<file path="src/rtl/nn_inference_ctrl_if.sv">
// nn_inference_ctrl_if
//   Handshake bundle between the inference sequencer and its neighbours.
//   Feature stream (valid/ready, with last marker) and result stream (valid/ready).
//
//   master modport: feature producer / result consumer side
//   slave  modport: the sequencer (nn_inference_ctrl)
//
//   Signals:
//     feat_valid  feature word valid
//     feat_data   signed feature word (DATA_W bits)
//     feat_last   last word of a frame
//     feat_ready  sequencer accepts a feature word
//     res_valid   result available
//     res_class   inferred class (CLASS_W bits)
//     res_ready   result consumer ready
interface nn_inference_ctrl_if #(
    parameter int unsigned DATA_W  = 12,
    parameter int unsigned CLASS_W = 2
);
    logic                      feat_valid;
    logic signed [DATA_W-1:0]  feat_data;
    logic                      feat_last;
    logic                      feat_ready;
    logic                      res_valid;
    logic        [CLASS_W-1:0] res_class;
    logic                      res_ready;

    modport master (
        output feat_valid, feat_data, feat_last, res_ready,
        input  feat_ready, res_valid, res_class
    );

    modport slave (
        input  feat_valid, feat_data, feat_last, res_ready,
        output feat_ready, res_valid, res_class
    );
endinterface

</file>
<file path="src/rtl/nn_inference_ctrl.sv">
// nn_inference_ctrl
//   Sequencer in front of the speech-classification network. Collects one frame of
//   IN_SIZE feature words into a holding register, holds it stable at the network
//   input for NN_LATENCY cycles, samples the network class and offers it on a
//   valid/ready result port. Only one inference is in flight at a time.
//
//   Optional build macro NN_INFERENCE_CNT_EN adds the infer_cnt / err_cnt counters.
//
//   Ports:
//     clk        system clock (rising edge)
//     rst        asynchronous reset, active-low
//     bus        feature + result handshakes (nn_inference_ctrl_if.slave)
//     nn_in_vec  packed vector to the network, word i at [i*DATA_W +: DATA_W]
//     nn_class   class output of the network
//     busy       high in every state except idle
//     err_short  sticky: frame ended before IN_SIZE words
//     err_long   sticky: frame exceeded IN_SIZE words
//     err_clr    synchronous clear of the sticky flags (a same-cycle set wins)
//     infer_cnt  (NN_INFERENCE_CNT_EN) completed result transfers, saturating
//     err_cnt    (NN_INFERENCE_CNT_EN) frames flagged short or long, saturating
module nn_inference_ctrl #(
    parameter int unsigned IN_SIZE    = 16,
    parameter int unsigned DATA_W     = 12,
    parameter int unsigned NN_LATENCY = 8,
    parameter int unsigned CLASS_W    = 2
) (
    input  logic                      clk,
    input  logic                      rst,
    nn_inference_ctrl_if.slave        bus,
    output logic [IN_SIZE*DATA_W-1:0] nn_in_vec,
    input  logic [CLASS_W-1:0]        nn_class,
    output logic                      busy,
    output logic                      err_short,
    output logic                      err_long,
    input  logic                      err_clr
`ifdef NN_INFERENCE_CNT_EN
    ,
    output logic [15:0]               infer_cnt,
    output logic [7:0]                err_cnt
`endif
);

    localparam int unsigned IDX_W = (IN_SIZE > 1) ? $clog2(IN_SIZE) : 1;
    localparam logic [IDX_W-1:0] LAST_IDX = IDX_W'(IN_SIZE - 1);
    localparam logic [7:0] LAT_END = 8'(NN_LATENCY - 1);

    localparam logic [2:0] StIdle   = 3'd0;
    localparam logic [2:0] StLoad   = 3'd1;
    localparam logic [2:0] StDrain  = 3'd2;
    localparam logic [2:0] StRun    = 3'd3;
    localparam logic [2:0] StResult = 3'd4;

    logic [2:0]                state_q, state_d;
    logic [IDX_W-1:0]          idx_q, idx_d;
    logic [7:0]                lat_q, lat_d;
    logic [IN_SIZE*DATA_W-1:0] vec_q, vec_d;
    logic                      res_valid_q, res_valid_d;
    logic [CLASS_W-1:0]        res_class_q, res_class_d;
    logic                      err_short_q, err_short_d;
    logic                      err_long_q, err_long_d;
    logic                      feat_ready_q, feat_ready_d;

    logic feat_acc;
    logic res_acc;
    logic set_short;
    logic set_long;

    assign feat_acc = bus.feat_valid & feat_ready_q;
    assign res_acc  = res_valid_q & bus.res_ready;

    always_comb begin
        state_d     = state_q;
        idx_d       = idx_q;
        lat_d       = lat_q;
        vec_d       = vec_q;
        res_valid_d = res_valid_q;
        res_class_d = res_class_q;
        set_short   = 1'b0;
        set_long    = 1'b0;

        unique case (state_q)
            StIdle: begin
                if (feat_acc) begin
                    vec_d[0 +: DATA_W] = bus.feat_data;
                    if (bus.feat_last) begin
                        // Short frame ending at word 0: rest of the vector zero-filled now.
                        for (int i = 1; i < int'(IN_SIZE); i++) begin
                            vec_d[i*DATA_W +: DATA_W] = '0;
                        end
                        set_short = (IN_SIZE > 1);
                        lat_d     = '0;
                        state_d   = StRun;
                    end else if (IN_SIZE == 1) begin
                        // Single-word frames: a missing last marker means the frame is too long.
                        set_long = 1'b1;
                        state_d  = StDrain;
                    end else begin
                        idx_d   = IDX_W'(1);
                        state_d = StLoad;
                    end
                end
            end

            StLoad: begin
                if (feat_acc) begin
                    for (int i = 0; i < int'(IN_SIZE); i++) begin
                        if (i == int'(idx_q)) begin
                            vec_d[i*DATA_W +: DATA_W] = bus.feat_data;
                        end else if (bus.feat_last && i > int'(idx_q)) begin
                            vec_d[i*DATA_W +: DATA_W] = '0;
                        end
                    end
                    if (idx_q == LAST_IDX) begin
                        if (bus.feat_last) begin
                            lat_d   = '0;
                            state_d = StRun;
                        end else begin
                            set_long = 1'b1;
                            state_d  = StDrain;
                        end
                    end else if (bus.feat_last) begin
                        set_short = 1'b1;
                        lat_d     = '0;
                        state_d   = StRun;
                    end else begin
                        idx_d = idx_q + IDX_W'(1);
                    end
                end
            end

            StDrain: begin
                // Surplus words are swallowed until the frame's last marker.
                if (feat_acc && bus.feat_last) begin
                    lat_d   = '0;
                    state_d = StRun;
                end
            end

            StRun: begin
                if (lat_q == LAT_END) begin
                    res_class_d = nn_class;
                    res_valid_d = 1'b1;
                    state_d     = StResult;
                end else begin
                    lat_d = lat_q + 8'd1;
                end
            end

            StResult: begin
                if (res_acc) begin
                    res_valid_d = 1'b0;
                    idx_d       = '0;
                    state_d     = StIdle;
                end
            end

            default: begin
                state_d = StIdle;
            end
        endcase

        // Ready is a pure register so it has no combinational path from valid/ready inputs.
        feat_ready_d = (state_d == StIdle) || (state_d == StLoad) || (state_d == StDrain);

        err_short_d = set_short ? 1'b1 : (err_clr ? 1'b0 : err_short_q);
        err_long_d  = set_long  ? 1'b1 : (err_clr ? 1'b0 : err_long_q);
    end

    always_ff @(posedge clk or negedge rst) begin
        if (!rst) begin
            state_q      <= StIdle;
            idx_q        <= '0;
            lat_q        <= '0;
            vec_q        <= '0;
            res_valid_q  <= 1'b0;
            res_class_q  <= '0;
            err_short_q  <= 1'b0;
            err_long_q   <= 1'b0;
            feat_ready_q <= 1'b0;
        end else begin
            state_q      <= state_d;
            idx_q        <= idx_d;
            lat_q        <= lat_d;
            vec_q        <= vec_d;
            res_valid_q  <= res_valid_d;
            res_class_q  <= res_class_d;
            err_short_q  <= err_short_d;
            err_long_q   <= err_long_d;
            feat_ready_q <= feat_ready_d;
        end
    end

    assign bus.feat_ready = feat_ready_q;
    assign bus.res_valid  = res_valid_q;
    assign bus.res_class  = res_class_q;
    assign nn_in_vec      = vec_q;
    assign busy           = (state_q != StIdle);
    assign err_short      = err_short_q;
    assign err_long       = err_long_q;

`ifdef NN_INFERENCE_CNT_EN
    logic [15:0] infer_cnt_q, infer_cnt_d, infer_base;
    logic [7:0]  err_cnt_q, err_cnt_d, err_base;

    // Clear applies first, so an event in the clearing cycle is still counted.
    always_comb begin
        infer_base  = err_clr ? 16'd0 : infer_cnt_q;
        err_base    = err_clr ? 8'd0 : err_cnt_q;
        infer_cnt_d = infer_base;
        err_cnt_d   = err_base;
        if (res_acc && infer_base != 16'hFFFF) begin
            infer_cnt_d = infer_base + 16'd1;
        end
        if ((set_short || set_long) && err_base != 8'hFF) begin
            err_cnt_d = err_base + 8'd1;
        end
    end

    always_ff @(posedge clk or negedge rst) begin
        if (!rst) begin
            infer_cnt_q <= '0;
            err_cnt_q   <= '0;
        end else begin
            infer_cnt_q <= infer_cnt_d;
            err_cnt_q   <= err_cnt_d;
        end
    end

    assign infer_cnt = infer_cnt_q;
    assign err_cnt   = err_cnt_q;
`endif

endmodule
</file>
<file path="src/flat_wrapper.sv">
// flat-port wrapper written by rule: the top's interface ports become plain ports
module nn_inference_ctrl_flat 
#(
    parameter int unsigned IN_SIZE    = 16,
    parameter int unsigned DATA_W     = 12,
    parameter int unsigned NN_LATENCY = 8,
    parameter int unsigned CLASS_W    = 2
)
  (clk, rst, nn_in_vec, nn_class, busy, err_short, err_long, err_clr, bus_feat_valid, bus_feat_data, bus_feat_last, bus_res_ready, bus_feat_ready, bus_res_valid, bus_res_class);
  nn_inference_ctrl_if #(.DATA_W(DATA_W), .CLASS_W(CLASS_W)) bus_i ();
  input  logic clk;
  input  logic rst;
  output logic [IN_SIZE*DATA_W-1:0] nn_in_vec;
  input  logic [CLASS_W-1:0] nn_class;
  output logic busy;
  output logic err_short;
  output logic err_long;
  input  logic err_clr;
  input wire logic [$bits(bus_i.feat_valid)-1:0] bus_feat_valid;
  input wire logic [$bits(bus_i.feat_data)-1:0] bus_feat_data;
  input wire logic [$bits(bus_i.feat_last)-1:0] bus_feat_last;
  input wire logic [$bits(bus_i.res_ready)-1:0] bus_res_ready;
  output wire logic [$bits(bus_i.feat_ready)-1:0] bus_feat_ready;
  output wire logic [$bits(bus_i.res_valid)-1:0] bus_res_valid;
  output wire logic [$bits(bus_i.res_class)-1:0] bus_res_class;
  assign bus_i.feat_valid = bus_feat_valid;
  assign bus_i.feat_data = bus_feat_data;
  assign bus_i.feat_last = bus_feat_last;
  assign bus_i.res_ready = bus_res_ready;
  assign bus_feat_ready = bus_i.feat_ready;
  assign bus_res_valid = bus_i.res_valid;
  assign bus_res_class = bus_i.res_class;
  nn_inference_ctrl #(.IN_SIZE(IN_SIZE), .DATA_W(DATA_W), .NN_LATENCY(NN_LATENCY), .CLASS_W(CLASS_W)) u_core (.clk(clk), .rst(rst), .bus(bus_i), .nn_in_vec(nn_in_vec), .nn_class(nn_class), .busy(busy), .err_short(err_short), .err_long(err_long), .err_clr(err_clr));
endmodule
</file>
<file path="config.mk">
export PLATFORM = sky130hd
export DESIGN_NAME = nn_inference_ctrl_flat
export DESIGN_NICKNAME = d
export VERILOG_FILES = /design/src/rtl/nn_inference_ctrl_if.sv /design/src/rtl/nn_inference_ctrl.sv /design/src/flat_wrapper.sv
export SDC_FILE = /design/constraint.sdc
export NUM_CORES = 1
export LEC_CHECK = 0
export CAP_MARGIN = 10
export CORE_MARGIN = 2
export CORE_UTILIZATION = 44
export CTS_CLUSTER_DIAMETER = 100
export DETAILED_ROUTE_END_ITERATION = 8
export PLACE_DENSITY = 0.76
export SYNTH_ARGS = -nofsm -noshare
export SYNTH_HDL_FRONTEND = slang
export SYNTH_SLANG_ARGS = --single-unit
</file>
<file path="constraint.sdc">
create_clock -name clk -period 1.9 [get_ports clk]
set_input_delay 0.285 -clock clk [delete_from_list [all_inputs] [get_ports clk]]
set_output_delay 0.285 -clock clk [all_outputs]
set_load 0.005 [all_outputs]
</file>
## Yosys cells after proc, flatten, opt, wreduce, memory -nomap -nowiden

Index checks and enable logic that the tools add are counted.

| operators by class | value |
|---|---|
| add/sub/neg operators | 2 |
| $lt $le $gt $ge | 15 |
| equality and inequality tests | 51 |
| mux-type cells | 72 |
| bitwise operators | 2 |
| reductions and logical operators | 49 |

Operators by type and width:

| kind | number |
|---|---|
| 192-bit two-way mux | 2 |
| 192-bit case mux with 2 select lines | 1 |
| 12-bit two-way mux | 31 |
| 180-bit two-way mux | 1 |
| 5-bit AND reduction | 16 |
| 3-bit by 1-bit != test with 1-bit output, second input constant | 15 |
| 4-bit == test, first input constant | 8 |
| 4-bit greater-than comparator, first input constant | 8 |
| 8-bit two-way mux | 4 |
| 4-bit two-way mux | 6 |
| 8-bit case mux with 3 select lines | 1 |
| 3-bit two-way mux | 7 |
| 3-bit by 4-bit == test with 1-bit output, first input constant | 4 |
| 3-bit by 4-bit greater-than comparator with 1-bit output, first input constant | 4 |
| 1-bit logical AND | 16 |
| 2-bit by 1-bit != test with 1-bit output, second input constant | 8 |
| 3-bit case mux with 5 select lines | 1 |
| 1-bit two-way mux | 14 |
| 4-bit case mux with 3 select lines | 1 |
| 2-bit != test, second input constant | 5 |
| 3-bit by 2-bit == test with 1-bit output, second input constant | 3 |
| 8-bit by 1-bit adder with 8-bit output, second input constant | 1 |
| 2-bit by 4-bit == test with 1-bit output, first input constant | 2 |
| 8-bit by 3-bit == test with 1-bit output, second input constant | 1 |
| 21 further kinds | 31 |

| word-level totals | value |
|---|---|
| bits in registers | 213 |
| input bits | 20 |
| logic and storage cells | 215 |

## Longest topological paths before layout

| depth | value |
|---|---|
| depth in word-level cells | 7 |
| depth in mapped cells | 7 |
| depth with buffers taken out | 6 |

## Worst setup path after synthesis

OpenSTA, ideal clock, no wires.

| timing path | value |
|---|---|
| kind | reg2reg |
| start point | reg u_core.idx_q[0] |
| end point | reg u_core.idx_q[3] |
| library setup time | 0.110 ns |
| data arrival time | 1.794 ns |
| path slack | -0.004 ns |
| stages on the path, launching flop included | 8 |
| buffers on the path | 2 |
| period minus slack after synthesis | 1.904 ns |
| cells stage by stage | dfrtp_1 ha_1 clkbuf_1 nand3_1 nor2_2 or3_1 buf_2 o41ai_1 |

| between the ends | value |
|---|---|
| word-level cells in the longest chain between the ends | 5 |
| elaborated cells between the ends (all ways) | 8 |
| classes of those cells | add/sub: 1; eq/ne: 2; mux: 4; reduce/logical: 1 |

RTL lines:

| item | RTL line | RTL |
|---|---|---|
| start, declared | nn_inference_ctrl.sv:54 | `logic [IDX_W-1:0] idx_q, idx_d;` |
| start signal, assigned | nn_inference_ctrl.sv:182 | `idx_q <= idx_d;` |
| 4-bit by 1-bit adder with 4-bit output | nn_inference_ctrl.sv:126 | `idx_d = idx_q + IDX_W'(1);` |
| 4-bit two-way mux | nn_inference_ctrl.sv:121 | `end else if (bus.feat_last) begin` |
| 4-bit two-way mux | nn_inference_ctrl.sv:113 | `if (idx_q == LAST_IDX) begin` |
| 4-bit two-way mux | nn_inference_ctrl.sv:105 | `if (feat_acc) begin` |
| 4-bit case mux with 3 select lines | nn_inference_ctrl.sv:81 | `unique case (state_q)` |

Several ways; a longest one is shown, not always the timed one. The select of a mux whose other input is x is not followed.
A chain may end at the register's enable or synchronous reset.

## Worst setup path in the final report

| timing path | value |
|---|---|
| start point | reg u_core.state_q[1] |
| end point | out busy |

| between the ends | value |
|---|---|
| word-level cells in the longest chain between the ends | 1 |

RTL lines:

| item | RTL line | RTL |
|---|---|---|
| start, declared | nn_inference_ctrl.sv:53 | `logic [2:0] state_q, state_d;` |
| start signal, assigned | nn_inference_ctrl.sv:171 | `state_q <= StIdle;` |
| start signal, assigned | nn_inference_ctrl.sv:181 | `state_q <= state_d;` |
| 3-bit nonzero test | nn_inference_ctrl.sv:197 | `assign busy = (state_q != StIdle);` |
| end, declared | flat_wrapper.sv:15 | `output logic busy;` |

No other way between the ends.

==> summary.md <==
| Metric | Value |
|---|---|
| GRT overflow | `0` |
| Final WL | `25200 microns` |
| Crit path kind | `flip-flop to primary output` |
| Die Height | `142 microns` |
| Maxcap violations | `0` |
| CTS tree | `built` |
| Layout overhead on the synthesized area | `46.6%` |
| Post-synthesis cell area | `8430 sq um` |
| Leakage | `5.28 nW` |
| Dpl cell area | `11500 sq um` |
| Worst ir drop on vdd | `621 uV` |
| Port Buffers | `218` |
| DRT Pass-1 Iters | `4` |
| CP required | `1.62 ns` |
| Starting Density | `44.9%` |
| Mapped Nets | `673` |
| Post-Synth Simple-Gate Area | `6.01%` |
| Antenna violations before repair | `0` |
| CP Launch Type | `flip-flop` |
| Core Area | `18800 sq um` |
| RSZ-0062 raised after global routing | `true` |
| Ys async rst share | `100%` |
| GRT Util Overall | `24.7%` |
| Number of I/O pins | `219` |
| Clock transition at path regs | `0.06 ns` |
| Post-synthesis mux area share | `2.23%` |
| Synth Area in Compound Gates | `22.4%` |
| Final #Nets | `945` |
| DR WL/cell | `21.6 microns` |
| Adder-cell share of the synthesized area | `0.890%` |
| Ant diodes | `0` |
| Via-to-Cell Ratio | `5.72` |
| Post-route clock skew | `0.00792 ns` |
| Placed cells | `1122` |
| Cell taking the most area after synthesis | `dfrtp_1` |
| First-pass GRT wire length | `39000 microns` |
| EDFF count, synth | `0` |
| Power Total | `0.0138 W` |
| Maximum level of the CTS H-tree | `1` |
| Measured slew at the worst slew-check pin | `0.471 ns` |
| Die Span X | `142 microns` |
| Status | `finished clean` |
| Final non-filler cell total | `1168` |
| CTS buffer count | `23` |
| Worst EP arrival | `1.60 ns` |
| Hold Vio Cnt, Final | `0` |
| CTS root buf | `clkbuf_16` |
| Synth warn | `0` |
| Achievable Freq | `530 MHz` |
| GP Congestion | `0.860` |
| Fillers | `1413` |
| Final setup vio count | `0` |
| Worst-skew pair later-pin latency | `0.50 ns` |
| Post-synthesis xor/xnor area fraction | `0.623%` |
| Final Max Slew Viols | `0` |
| Critical Path End Type | `primary output` |
| Hold crit path type | `primary input to asynchronous set/reset pin` |
| Top-area cell type share of the netlist area | `63.2%` |
| Relative slew slack | `68.2%` |
| Cell count after synthesis | `647` |
| Post-synthesis sequential area ratio | `63.2%` |
| Distinct cells, synth | `55` |
| Largest net degree at the start of global routing | `46` |
| Vias in the first global route | `6648` |
| DIE AREA | `20300 sq um` |
| Final Cycle Share | `99.3%` |
| Routed via count | `6680` |
| Synthesized area per cell | `13.0 sq um` |
| P per Cell Area | `1110 nW/um^2` |
| Routed Antenna Nets | `0` |
| Final critical-path required period | `1.89 ns` |
| # DRC | `0` |
| Layout cell share with drive strength beyond 1 | `18.3%` |
| Top-count cell post-synth | `dfrtp_1` |
| Post-synth top cells | `dfrtp_1 (213), o2bb2ai_1 (148), inv_1 (32), nand2_1 (24), o22ai_1 (24)` |
| Top cells by area, synth | `dfrtp_1 (63%), o2bb2ai_1 (15%), o22ai_1 (1.8%), mux2_2 (1.6%), inv_1 (1.4%)` |
| Hpwl dp | `16700 microns` |
| Design area | `12400 sq um` |
| Clock sinks | `213` |
| CP max FO | `4` |
| Top_reg_cell synth | `dfrtp_1` |
| Largest family of logic cells by synthesized area | `compound AO/OA/AOI/OAI gates` |
| Clock buffer depth | `3` |
| Drt initial violations | `352` |
| Register bit total from synthesis | `213` |
| Site Rows | `50` |
## worst max-delay path: stages, from the launching register on
cell	delay [ns]
dfrtp_1	0.40
buf_6	0.14
buf_8	0.12
or3_4	0.33
buf_6	0.12
## flip-flops by register name (all words and copies together) (netlist names)
name,count
u_core.err_long,1
u_core.lat_q,8
u_core.bus.res_class,2
u_core.idx_q,4
u_core.state_q,3
u_core.bus.res_valid,1
u_core.err_short,1
u_core.bus.feat_ready,1
u_core.nn_in_vec,192
## per-stage QoR
| step | TNS, ns | util, % | setup slack [ns] | hold slack (ns) |
|---|---|---|---|---|
| after global routing | -0.0410 | 65.9 | -0.0410 | 0.284 |
| after detailed placement | -18.49 | 61.2 | -0.218 | 0.225 |
| after global placement | -13.00 | 61.2 | -0.174 | 0.218 |
| after CTS | -0.0133 | 65.2 | -0.0133 | 0.268 |
| after floorplan | 0 | - | 0.0673 | -0.0106 |
| final | 0 | 65.9 | 0.0139 | 0.263 |
## final timing paths
kind | start | to | slack (ns) | cells past startpoint
worst max-delay path | u_core.state_q[1]$_DFF_PN0_ | busy | 0.01 | 4
worst min-delay path | rst | u_core.nn_in_vec[40]$_DFFE_PN0P_ | 0.26 | 2
worst max register to register | u_core.state_q[2]$_DFF_PN0_ | u_core.idx_q[3]$_DFFE_PN0P_ | 0.04 | 6
worst min register to register | u_core.nn_in_vec[11]$_DFFE_PN0P_ | u_core.nn_in_vec[11]$_DFFE_PN0P_ | 0.48 | 1
max in group asynchronous | rst | u_core.nn_in_vec[184]$_DFFE_PN0P_ | 1.00 | 3
min in group clk | nn_class[0] | u_core.bus.res_class[0]$_DFFE_PN0P_ | 0.40 | 2
## timing repair
action | in CTS | in global routing
pin swaps | 0 | 2
gates cloned | 0 | 1
endpoints found under the hold margin | 29 | 0
gates resized for setup | 12 | 21
hold buffers | 1 | 0
setup buffers | 0 | 5
setup endpoints to repair | 29 | 170
## placed cells by master (no fill, tap or decap), types with 2 or more instances in the layout
master,instances
clkdlybuf4s50_1,216
dfrtp_1,213
o2bb2ai_1,147
buf_4,54
inv_1,32
o22ai_1,23
clkbuf_16,23
nand2_1,22
buf_12,22
nor2_1,13
mux2_2,12
nand2_2,10
a22o_1,10
o21ai_0,9
nand3_1,7
nand3b_1,7
buf_6,7
a21oi_1,6
xor2_1,6
ha_1,6
clkbuf_8,6
o21ai_2,5
clkinv_2,5
and2_1,4
o41ai_1,4
nand4_1,3
nor3_1,3
nor2b_1,3
mux2i_1,3
clkbuf_1,3
or3_4,2
nor3b_2,2
o21a_1,2
o311ai_0,2
a31oi_1,2
a21o_2,2
mux2_1,2
clkinvlp_4,2
## metal layers
layer,GRT usage (%),wire (microns),part of all wire [%]
met5,0,0,0
met4,4.27,355,1.4
met3,5.01,1840,7.3
met2,39.5,11900,47
met1,35.8,11100,44
## power breakdown
group	total (W)	switching [W]	leakage, nW	internal (W)
registers	0.00567	0.000465	2.90	0.00520
clock network	0.00419	0.00177	0.353	0.00243
logic	0.00390	0.00179	2.03	0.00211
## final cells by class
class | count | area (sq um) | area share, %
Sequential cell | 213 | 5330 | 43.1
Timing Repair Buffer | 302 | 3130 | 25.3
Multi-Input combinational cell | 347 | 2780 | 22.5
Clock buffer | 31 | 656 | 5.30
Tap cell | 234 | 293 | 2.37
Inverter | 32 | 120 | 0.972
Clock inverter | 9 | 60.1 | 0.486
## cells by family (layout without fill, tap and decap cells)
kind of cell,Yosys count,count (layout)
simple gates,91,91
xor+xnor,6,6
buf+inv,87,374
compound gates,227,227
flops,213,213
mux,17,17
fa+ha+maj,6,6
Power figures use the tool's default switching activity.
